==> src/rtl/ss_uart_dumper.sv <==
// Streams the shared-secret buffer to a UART sender: header byte, then every word LSB byte first.
// Optional XOR checksum trailer when DUMP_CHECKSUM_EN is defined.
module ss_uart_dumper #(
  parameter int unsigned NWORDS   = 8,
  parameter int unsigned WORD_W   = 64,
  parameter int unsigned ADDR_W   = 3,
  parameter logic [7:0]  HDR_BYTE = 8'h53
) (
  input  logic              clk,
  input  logic              rst,
  input  logic              start,
  output logic              busy,
  output logic              done,
  output logic [ADDR_W-1:0] mem_addr,
  output logic              mem_ce,
  input  logic [WORD_W-1:0] mem_q,
  output logic              send_en,
  output logic [7:0]        send_data,
  input  logic              tx_busy
);

  localparam int unsigned NBYTES = WORD_W / 8;
  localparam int unsigned BIDX_W = $clog2(NBYTES + 1);
  localparam logic [BIDX_W-1:0] LastBidx = BIDX_W'(NBYTES - 1);
  localparam logic [ADDR_W-1:0] LastWidx = ADDR_W'(NWORDS - 1);

`ifdef DUMP_CHECKSUM_EN
  typedef enum logic [2:0] {
    StIdle, StHdr, StFetch, StLatch, StByte, StGap, StCsum, StFin
  } state_t;
`else
  typedef enum logic [2:0] {
    StIdle, StHdr, StFetch, StLatch, StByte, StGap, StFin
  } state_t;
`endif

  state_t              state_q, state_d;
  // Where GAP goes next; decided when the byte is issued so GAP itself is a plain 1-cycle wait.
  state_t              ret_q, ret_d;
  logic [ADDR_W-1:0]   widx_q, widx_d;
  logic [BIDX_W-1:0]   bidx_q, bidx_d;
  logic [WORD_W-1:0]   shreg_q, shreg_d;
  logic [7:0]          send_data_q;
`ifdef DUMP_CHECKSUM_EN
  logic [7:0]          csum_q, csum_d;
`endif

  always_comb begin
    state_d   = state_q;
    ret_d     = ret_q;
    widx_d    = widx_q;
    bidx_d    = bidx_q;
    shreg_d   = shreg_q;
`ifdef DUMP_CHECKSUM_EN
    csum_d    = csum_q;
`endif
    send_en   = 1'b0;
    send_data = send_data_q;

    case (state_q)
      StIdle: begin
        if (start) begin
          state_d = StHdr;
`ifdef DUMP_CHECKSUM_EN
          csum_d  = 8'h00;
`endif
        end
      end
      StHdr: begin
        if (!tx_busy) begin
          send_en   = 1'b1;
          send_data = HDR_BYTE;
          widx_d    = '0;
          ret_d     = StFetch;
          state_d   = StGap;
        end
      end
      StFetch: state_d = StLatch;
      StLatch: begin
        shreg_d = mem_q;
        bidx_d  = '0;
        state_d = StByte;
      end
      StByte: begin
        if (!tx_busy) begin
          send_en   = 1'b1;
          send_data = shreg_q[7:0];
          shreg_d   = shreg_q >> 8;
          bidx_d    = bidx_q + 1'b1;
`ifdef DUMP_CHECKSUM_EN
          csum_d    = csum_q ^ shreg_q[7:0];
`endif
          state_d   = StGap;
          if (bidx_q != LastBidx) begin
            ret_d = StByte;
          end else if (widx_q != LastWidx) begin
            ret_d  = StFetch;
            widx_d = widx_q + 1'b1;
          end else begin
`ifdef DUMP_CHECKSUM_EN
            ret_d = StCsum;
`else
            ret_d = StFin;
`endif
          end
        end
      end
      StGap: state_d = ret_q;
`ifdef DUMP_CHECKSUM_EN
      StCsum: begin
        if (!tx_busy) begin
          send_en   = 1'b1;
          send_data = csum_q;
          ret_d     = StFin;
          state_d   = StGap;
        end
      end
`endif
      StFin:   state_d = StIdle;
      default: state_d = StIdle;
    endcase
  end

  always_ff @(posedge clk) begin
    if (rst) begin
      state_q     <= StIdle;
      ret_q       <= StIdle;
      widx_q      <= '0;
      bidx_q      <= '0;
      shreg_q     <= '0;
      send_data_q <= 8'h00;
`ifdef DUMP_CHECKSUM_EN
      csum_q      <= 8'h00;
`endif
    end else begin
      state_q     <= state_d;
      ret_q       <= ret_d;
      widx_q      <= widx_d;
      bidx_q      <= bidx_d;
      shreg_q     <= shreg_d;
      send_data_q <= send_data;
`ifdef DUMP_CHECKSUM_EN
      csum_q      <= csum_d;
`endif
    end
  end

  assign busy     = (state_q != StIdle);
  assign done     = (state_q == StFin);
  assign mem_ce   = (state_q == StFetch);
  assign mem_addr = mem_ce ? widx_q : '0;

endmodule

==> config.mk <==
export PLATFORM = sky130hd
export DESIGN_NAME = ss_uart_dumper
export DESIGN_NICKNAME = d
export VERILOG_FILES = /design/src/rtl/ss_uart_dumper.sv
export SDC_FILE = /design/constraint.sdc
export NUM_CORES = 1
export LEC_CHECK = 0
export ABC_AREA = 1
export BUFFER_PORTS_ARGS = -buffer_cell sky130_fd_sc_hd__buf_4
export CORE_MARGIN = 2
export CORE_UTILIZATION = 58
export DETAILED_ROUTE_END_ITERATION = 7
export PLACE_DENSITY = 0.89
export SLEW_MARGIN = 5
export SYNTH_ARGS = -nofsm -noshare
export SYNTH_HDL_FRONTEND = slang
export SYNTH_SLANG_ARGS = --single-unit
==> constraint.sdc <==
create_clock -name clk -period 2.61 [get_ports clk]
set_input_delay 0 -clock clk [delete_from_list [all_inputs] [get_ports clk]]
set_output_delay 0 -clock clk [all_outputs]
set_load 0.005 [all_outputs]
==> impl_metrics.ini, run 1 <==
[timing]
worstMarginPinSlew_ns = 0.933
max_slew_margin_pct = 37.7
drv_slew = 0
timing.final.crit_share_pct = 80.4
hold_viol_final = 3
fin_skew_ns = 0.0148
min_period_ns = 2.10
whs_ns = -0.00274
fmax_mhz = 476
setup_violations = 0
rsz0062_at_grt = false
setup_tns_ns = 0

[yosys]
synth-edff-count = 0
ys_async_sr_fraction_pct = 0
synth_most_common_cell = nand2_1
synth_top_family_by_area = simple AND/OR/NAND/NOR gates
yosys_warnings = 0
synth_mux_area_share_pct = 0
synth_nets = 678
synthXorXnorAreaFrac_pct = 0
syn-instance-count = 607
synth-adder-area-share_pct = 0.964
ys_seq_area_share_pct = 43.2
yosysTopAreaCell = dfxtp_1
synth_commonest_cells = nand2_1 (210), nor2_1 (139), dfxtp_1 (84), o21ai_0 (64), nand3_1 (20)
ys_ff_latch = 84
synth_top_area_share_pct = 43.2
ys_types = 22
synth.cell_area_mm2 = 0.00389
synthSimpleGateAreaFrac_pct = 37.7
avgSynthCellArea_um2 = 6.42
synth_ff_type = dfxtp_1
synth.area.top_cells = dfxtp_1 (43%), nand2_1 (20%), nor2_1 (13%)
synth_compound_gate_area_share_pct = 11.1

[layout]
drive_gt1_share_pct = 15.0
antennaDiodeCount = 0
utilization_pct = 81.4
synthToLayoutAreaGrowth_pct = 34.3
fillers = 423
final_net_count = 801

[grt]
grt_use_met2_pct = 50.8
grt_pass1_vias = 4261
grtUsageMet3_pct = 6.54
track_usage_pct = 31.0
grt-ovfl-total = 0
met1_usage_pct = 37.8
antenna_found_initial = 0
busiest_layer = met2
grt_max_degree = 67
grt_pass1_wl_mm = 18.5

[placed_design]
port_buffers = 82
place_congestion = 0.813
dp_hpwl_mm = 6.04

[worst_setup_path]
crit_chain = inv_2, nand3_1, nand2_2, inv_2, nor2_1, nor2_1
reg2reg_slack_ns = 0.51
crit_family = buffers and inverters
crit_path_max_fanout = 56
end_kind = flop
timing.rr.end = shreg_q[14]$_SDFFE_PP0P_
cpPeakStageDelay_ns = 0.69
path_buf_inv = 2
worstSetupPathType = reg -> reg
cp.required_ns = 2.90
rr_startpoint = state_q[2]$_SDFFE_PP0P_
crit_arrival_ns = 2.39
startpoint_type = flop
slowest_stage = inv_2
reg2reg_depth = 6

[route]
drcViolationCount = 0
drt_iter0_drc = 363
drt-pass1-iter-count = 5
routed_wl_mm = 10.9
avgRoutedWirePerCell_um = 13.5
antenna_left = 0
via_per_inst = 5.37
dr_total_vias = 4354

[job]
cap_violations = 0

[clock_network]
numCtsBuffers = 9
root_buffer = clkbuf_8
clk-insertion-delay-late_ns = 0.36
postCtsSetupBuffers = 0
tritoncts = built
htreeDepth = 3
post_cts_resized = 0
cts.path.max_buffers = 2
cts.clk_slew.worst_paths_ns = 0.09
clock_sinks = 84

[floorplanning]
ioPinCount = 83
start_util_pct = 60.6
die_y_um = 86.0
dieWidth_um = 86.0
dieArea_mm2 = 0.00739
placementRows = 29
core_mm2 = 0.00642

[worst_hold_path]
hold_depth = 5
min-delay-start = mem_q[27]
worstHoldEndpoint = shreg_q[27]$_SDFFE_PP0P_
hold_path_class = in -> reg

[run_status]
violations = hold timing
run_status = complete, but fails checks

[pwr]
vdd_drop_max_mv = 0.349
power_leakage_nw = 2.62
power_density_mw_per_mm2 = 538
finalPower_mw = 2.82
[area by class of cell]
type                            count  area (µm²)  area share, %
Clock buffer                       11         131           2.51
Clock inverter                      4        27.5          0.526
Inverter                           22        82.6           1.58
Multi-Input combinational cell    466        1940           37.1
Sequential cell                    84        1680           32.2
Tap cell                           77        96.3           1.84
Timing Repair Buffer              147        1270           24.3
[through the flow]
step	std cells	area (µm²)	setup WS (ns)	hold slack [ns]
6_report	811	5230	0.510	-0.00274
5_1_grt	811	5230	0.341	0.00668
4_1_cts	811	5230	0.580	0.000390
3_5_place_dp	735	4460	0.626	0.276
3_3_place_gp	735	4460	0.722	0.271
2_1_floorplan	607	3890	1.25	0.0656
[worst reg2reg max path, delay by kind of cell (launching register included)]
| family | cells | cell delay [ns] |
|---|---|---|
| buffers and inverters | 2 | 0.81 |
| DFF | 1 | 0.43 |
| and+or+nand+nor | 4 | 0.79 |
[cell families (layout without fill, tap and decap cells)]
kind of cell	after synthesis	in the layout
AND/OR/NAND/NOR	378	378
AO/OA/AOI/OAI	85	85
flip-flops	84	84
buffers and inverters	57	184
adder cells (fa/ha/maj)	3	3
[cell usage in the layout (no fill, tap or decap)]
| cell | netlist | layout |
|---|---|---|
| a21oi_1 | 18 | 18 |
| dlygate4sd3_1 | 0 | 61 |
| inv_2 | 5 | 5 |
| inv_1 | 17 | 17 |
| nor2_1 | 139 | 139 |
| clkbuf_8 | 0 | 9 |
| ha_1 | 3 | 3 |
| clkbuf_1 | 16 | 2 |
| o21ai_0 | 64 | 64 |
| o211ai_1 | 1 | 1 |
| clkinv_2 | 0 | 1 |
| a21boi_1 | 1 | 1 |
| nand2_2 | 3 | 4 |
| nand3_1 | 20 | 20 |
| clkinvlp_4 | 0 | 3 |
| nor2_4 | 1 | 1 |
| dfxtp_1 | 84 | 84 |
| buf_12 | 0 | 1 |
| buf_4 | 5 | 85 |
| nand2_1 | 210 | 209 |
| a31oi_1 | 1 | 1 |
| nand3_2 | 1 | 1 |
| nor3_1 | 4 | 4 |
[flip-flops by register name, indices dropped and copies added (netlist names)]
name / cells
state_q: 3
widx_q: 3
ret_q: 2
shreg_q: 64
bidx_q: 4
send_data_q: 8
[routing by layer]
layer | vias up | wire, µm
met2 | 213 | 5280
met4 | 0 | 458
met3 | 52 | 735
met1 | 1952 | 4470
met5 | - | 0
li1 | 2137 | -
[where the power goes]
part	total [mW]	switching (mW)	internal, mW
sequential	1.41	0.0474	1.37
combinational	0.587	0.328	0.259
clock	0.814	0.475	0.340
[what timing repair did]
| item | in CTS | in global routing |
|---|---|---|
| setup endpoints to repair | 0 | 0 |
| endpoints found under the hold margin | 63 | 0 |
| hold buffers | 61 | 0 |
[worst max path at each step]
stage | startpoint | end | slack (ns) | cells after the start
2_1_floorplan | state_q[0]$_SDFFE_PP0P_ | shreg_q[10]$_SDFFE_PP0P_ | 1.25 | 10
3_3_place_gp | state_q[2]$_SDFFE_PP0P_ | shreg_q[23]$_SDFFE_PP0P_ | 0.72 | 6
3_5_place_dp | state_q[2]$_SDFFE_PP0P_ | shreg_q[23]$_SDFFE_PP0P_ | 0.63 | 6
4_1_cts | state_q[0]$_SDFFE_PP0P_ | shreg_q[23]$_SDFFE_PP0P_ | 0.58 | 8
5_1_grt | state_q[2]$_SDFFE_PP0P_ | shreg_q[14]$_SDFFE_PP0P_ | 0.34 | 6
6_report | state_q[2]$_SDFFE_PP0P_ | shreg_q[14]$_SDFFE_PP0P_ | 0.51 | 6
No activity file was read; power rests on OpenSTA's default activity.
==> run 2, diff against run 1 <==
--- a/config.mk
+++ b/config.mk
@@ -8,9 +8,9 @@
 export ABC_AREA = 1
 export BUFFER_PORTS_ARGS = -buffer_cell sky130_fd_sc_hd__buf_4
 export CORE_MARGIN = 2
-export CORE_UTILIZATION = 58
+export CORE_UTILIZATION = 49
 export DETAILED_ROUTE_END_ITERATION = 7
-export PLACE_DENSITY = 0.89
+export PLACE_DENSITY = 0.81
 export SLEW_MARGIN = 5
 export SYNTH_ARGS = -nofsm -noshare
 export SYNTH_HDL_FRONTEND = slang
==> constraint.sdc (replaced) <==
create_clock -name clk -period 1.7 [get_ports clk]
set_input_delay 0 -clock clk [delete_from_list [all_inputs] [get_ports clk]]
set_output_delay 0 -clock clk [all_outputs]
set_load 0.005 [all_outputs]
==> run 2 against run 1 <==
- the run now ends clean
- via count fell by 0.73%
- core utilization fell by 9.7 points
- clock power rose by 65%
- sequential share of layout area fell by 1.7 points
- register-to-register slack got worse by 0.44 ns
- die area rose by 17%
- critical endpoint is now mem_addr[2]
- largest power group unchanged
==> impl_metrics.ini, run 2 (synthesis results as in run 1) <==
[grt]
grt_pass1_wl_mm = 18.4
grt_max_degree = 67
grt-ovfl-total = 0
antenna_found_initial = 1
track_usage_pct = 26.3
grt_pass1_vias = 4133

[layout]
final_cell_mix = nand2_1 (209), nor2_1 (138), buf_4 (92), dfxtp_1 (81), dlygate4sd3_1 (67)
utilization_pct = 71.7
largest_register_ffs = 64
drive_gt1_share_pct = 17.6
synthToLayoutAreaGrowth_pct = 42.3
largestRegisters = shreg_q: 64 flops, send_data_q: 8 flops, bidx_q: 4 flops
final_common_cell = nand2_1
regMostFlops = shreg_q
final_net_count = 818

[timing]
setup_tns_ns = 0
timing.final.crit_share_pct = 97.6
min_period_ns = 1.66
drv_slew = 0
worstMarginPinSlew_ns = 0.362
hold_viol_final = 0
setup_violations = 0
max_slew_margin_pct = 75.7
fin_skew_ns = 0.0144
fmax_mhz = 603

[worst_setup_path]
cp.required_ns = 1.70
end_kind = output pin
slowest_stage = dfxtp_2
rr_startpoint = state_q[0]$_SDFFE_PP0P_
crit_path_max_fanout = 6
critPathMostFrequentCell = buf_4
crit_arrival_ns = 1.66
reg2reg_depth = 7
startpoint_type = flop
crit_start = state_q[1]$_SDFFE_PP0P_
cpPeakStageDelay_ns = 0.39
worstSetupPathType = reg -> out
crit_chain = inv_4, buf_4, nor3_1, inv_1, nor2_1, buf_4

[clock_network]
clk-insertion-delay-late_ns = 0.37
htreeDepth = 3
cts.clk_slew.worst_paths_ns = 0.09
clock_sinks = 84
root_buffer = clkbuf_8
tritoncts = built
cts.path.max_buffers = 2
numCtsBuffers = 9

[route]
dr_total_vias = 4322
drcViolationCount = 0
routed_wl_mm = 11.4
via_per_inst = 5.05
drt_iter0_drc = 312
drt-pass1-iter-count = 5
antenna_left = 0
avgRoutedWirePerCell_um = 13.3

[worst_hold_path]
min-delay-start = mem_q[53]
hold_path_class = in -> reg
hold_depth = 5

[floorplanning]
core_mm2 = 0.00773
dieArea_mm2 = 0.00868
die_y_um = 93.2
start_util_pct = 50.4
placementRows = 32
dieWidth_um = 93.2
ioPinCount = 83

[run_status]
run_status = finished clean

[pwr]
vdd_drop_max_mv = 0.489
power_leakage_nw = 2.72
power_density_mw_per_mm2 = 818

[job]
cap_violations = 0

[placed_design]
port_buffers = 82
dp_hpwl_mm = 6.20
place_congestion = 0.836
==> run 2: worst max-delay path: cells and delay by family, from the launching register on <==
kind,cells,cell delay (ns)
buf+inv,4,0.48
simple gates,2,0.41
flops,1,0.39
==> run 2: power by group <==
part / switching, mW / leakage (nW) / internal [mW] / total (mW)
Clock: 0.763 / 0.0820 / 0.573 / 1.34
Combinational: 0.540 / 1.95 / 0.479 / 1.02
Sequential: 0.0768 / 0.684 / 2.10 / 2.18
Total: 1.38 / 2.72 / 3.15 / 4.53
==> run 2: layout make-up <==
class | count | area, µm²
Antenna cell | 1 | 2.50
Clock inverter | 5 | 36.3
Fill cell | 592 | 2190
Inverter | 22 | 87.6
Sequential cell | 84 | 1690
Clock buffer | 11 | 141
Timing Repair Buffer | 164 | 1470
Multi-Input combinational cell | 466 | 1990
Tap cell | 102 | 128
==> run 2: layer usage <==
layer	GRT usage, %	part of all wire, %
met5	0	0
met4	13.8	3.8
met3	4.11	5.9
met2	44.6	49
met1	32.2	42
==> run 2: path summary, 6_finish.rpt <==
kind	end	slack, ns
setup / recovery	mem_addr[2]	0.04
hold / removal	shreg_q[53]$_SDFFE_PP0P_	0.06
setup reg to reg	state_q[0]$_SDFFE_PP0P_	0.07
hold reg to reg	state_q[1]$_SDFFE_PP0P_	0.46
==> run 2: timing repair <==
| item | 4_1_cts | 5_1_grt |
|---|---|---|
| hold buffers | 67 | 0 |
| pin swaps | 0 | 1 |
| endpoints found under the setup margin | 8 | 10 |
| gates cloned | 0 | 1 |
| hold endpoints to repair | 76 | 0 |
| buffers inserted | 0 | 4 |
| gates resized for setup | 7 | 16 |
==> run 2: through the flow <==
| step | power, mW | hold slack, ns | instance area [µm²] | instances | worst slack (ns) |
|---|---|---|---|---|---|
| 6_report | 4.53 | 0.0611 | 5540 | 855 | 0.0414 |
| 5_1_grt | 4.74 | 0.128 | 5540 | 855 | -0.0125 |
| 4_1_cts | 4.44 | 0.0146 | 5420 | 849 | -0.000941 |
| 3_5_place_dp | 3.01 | 0.274 | 4560 | 766 | 0.217 |
| 3_3_place_gp | 2.99 | 0.274 | 4560 | 766 | 0.326 |
| 2_1_floorplan | 2.71 | 0.0656 | 3890 | 607 | 0.338 |
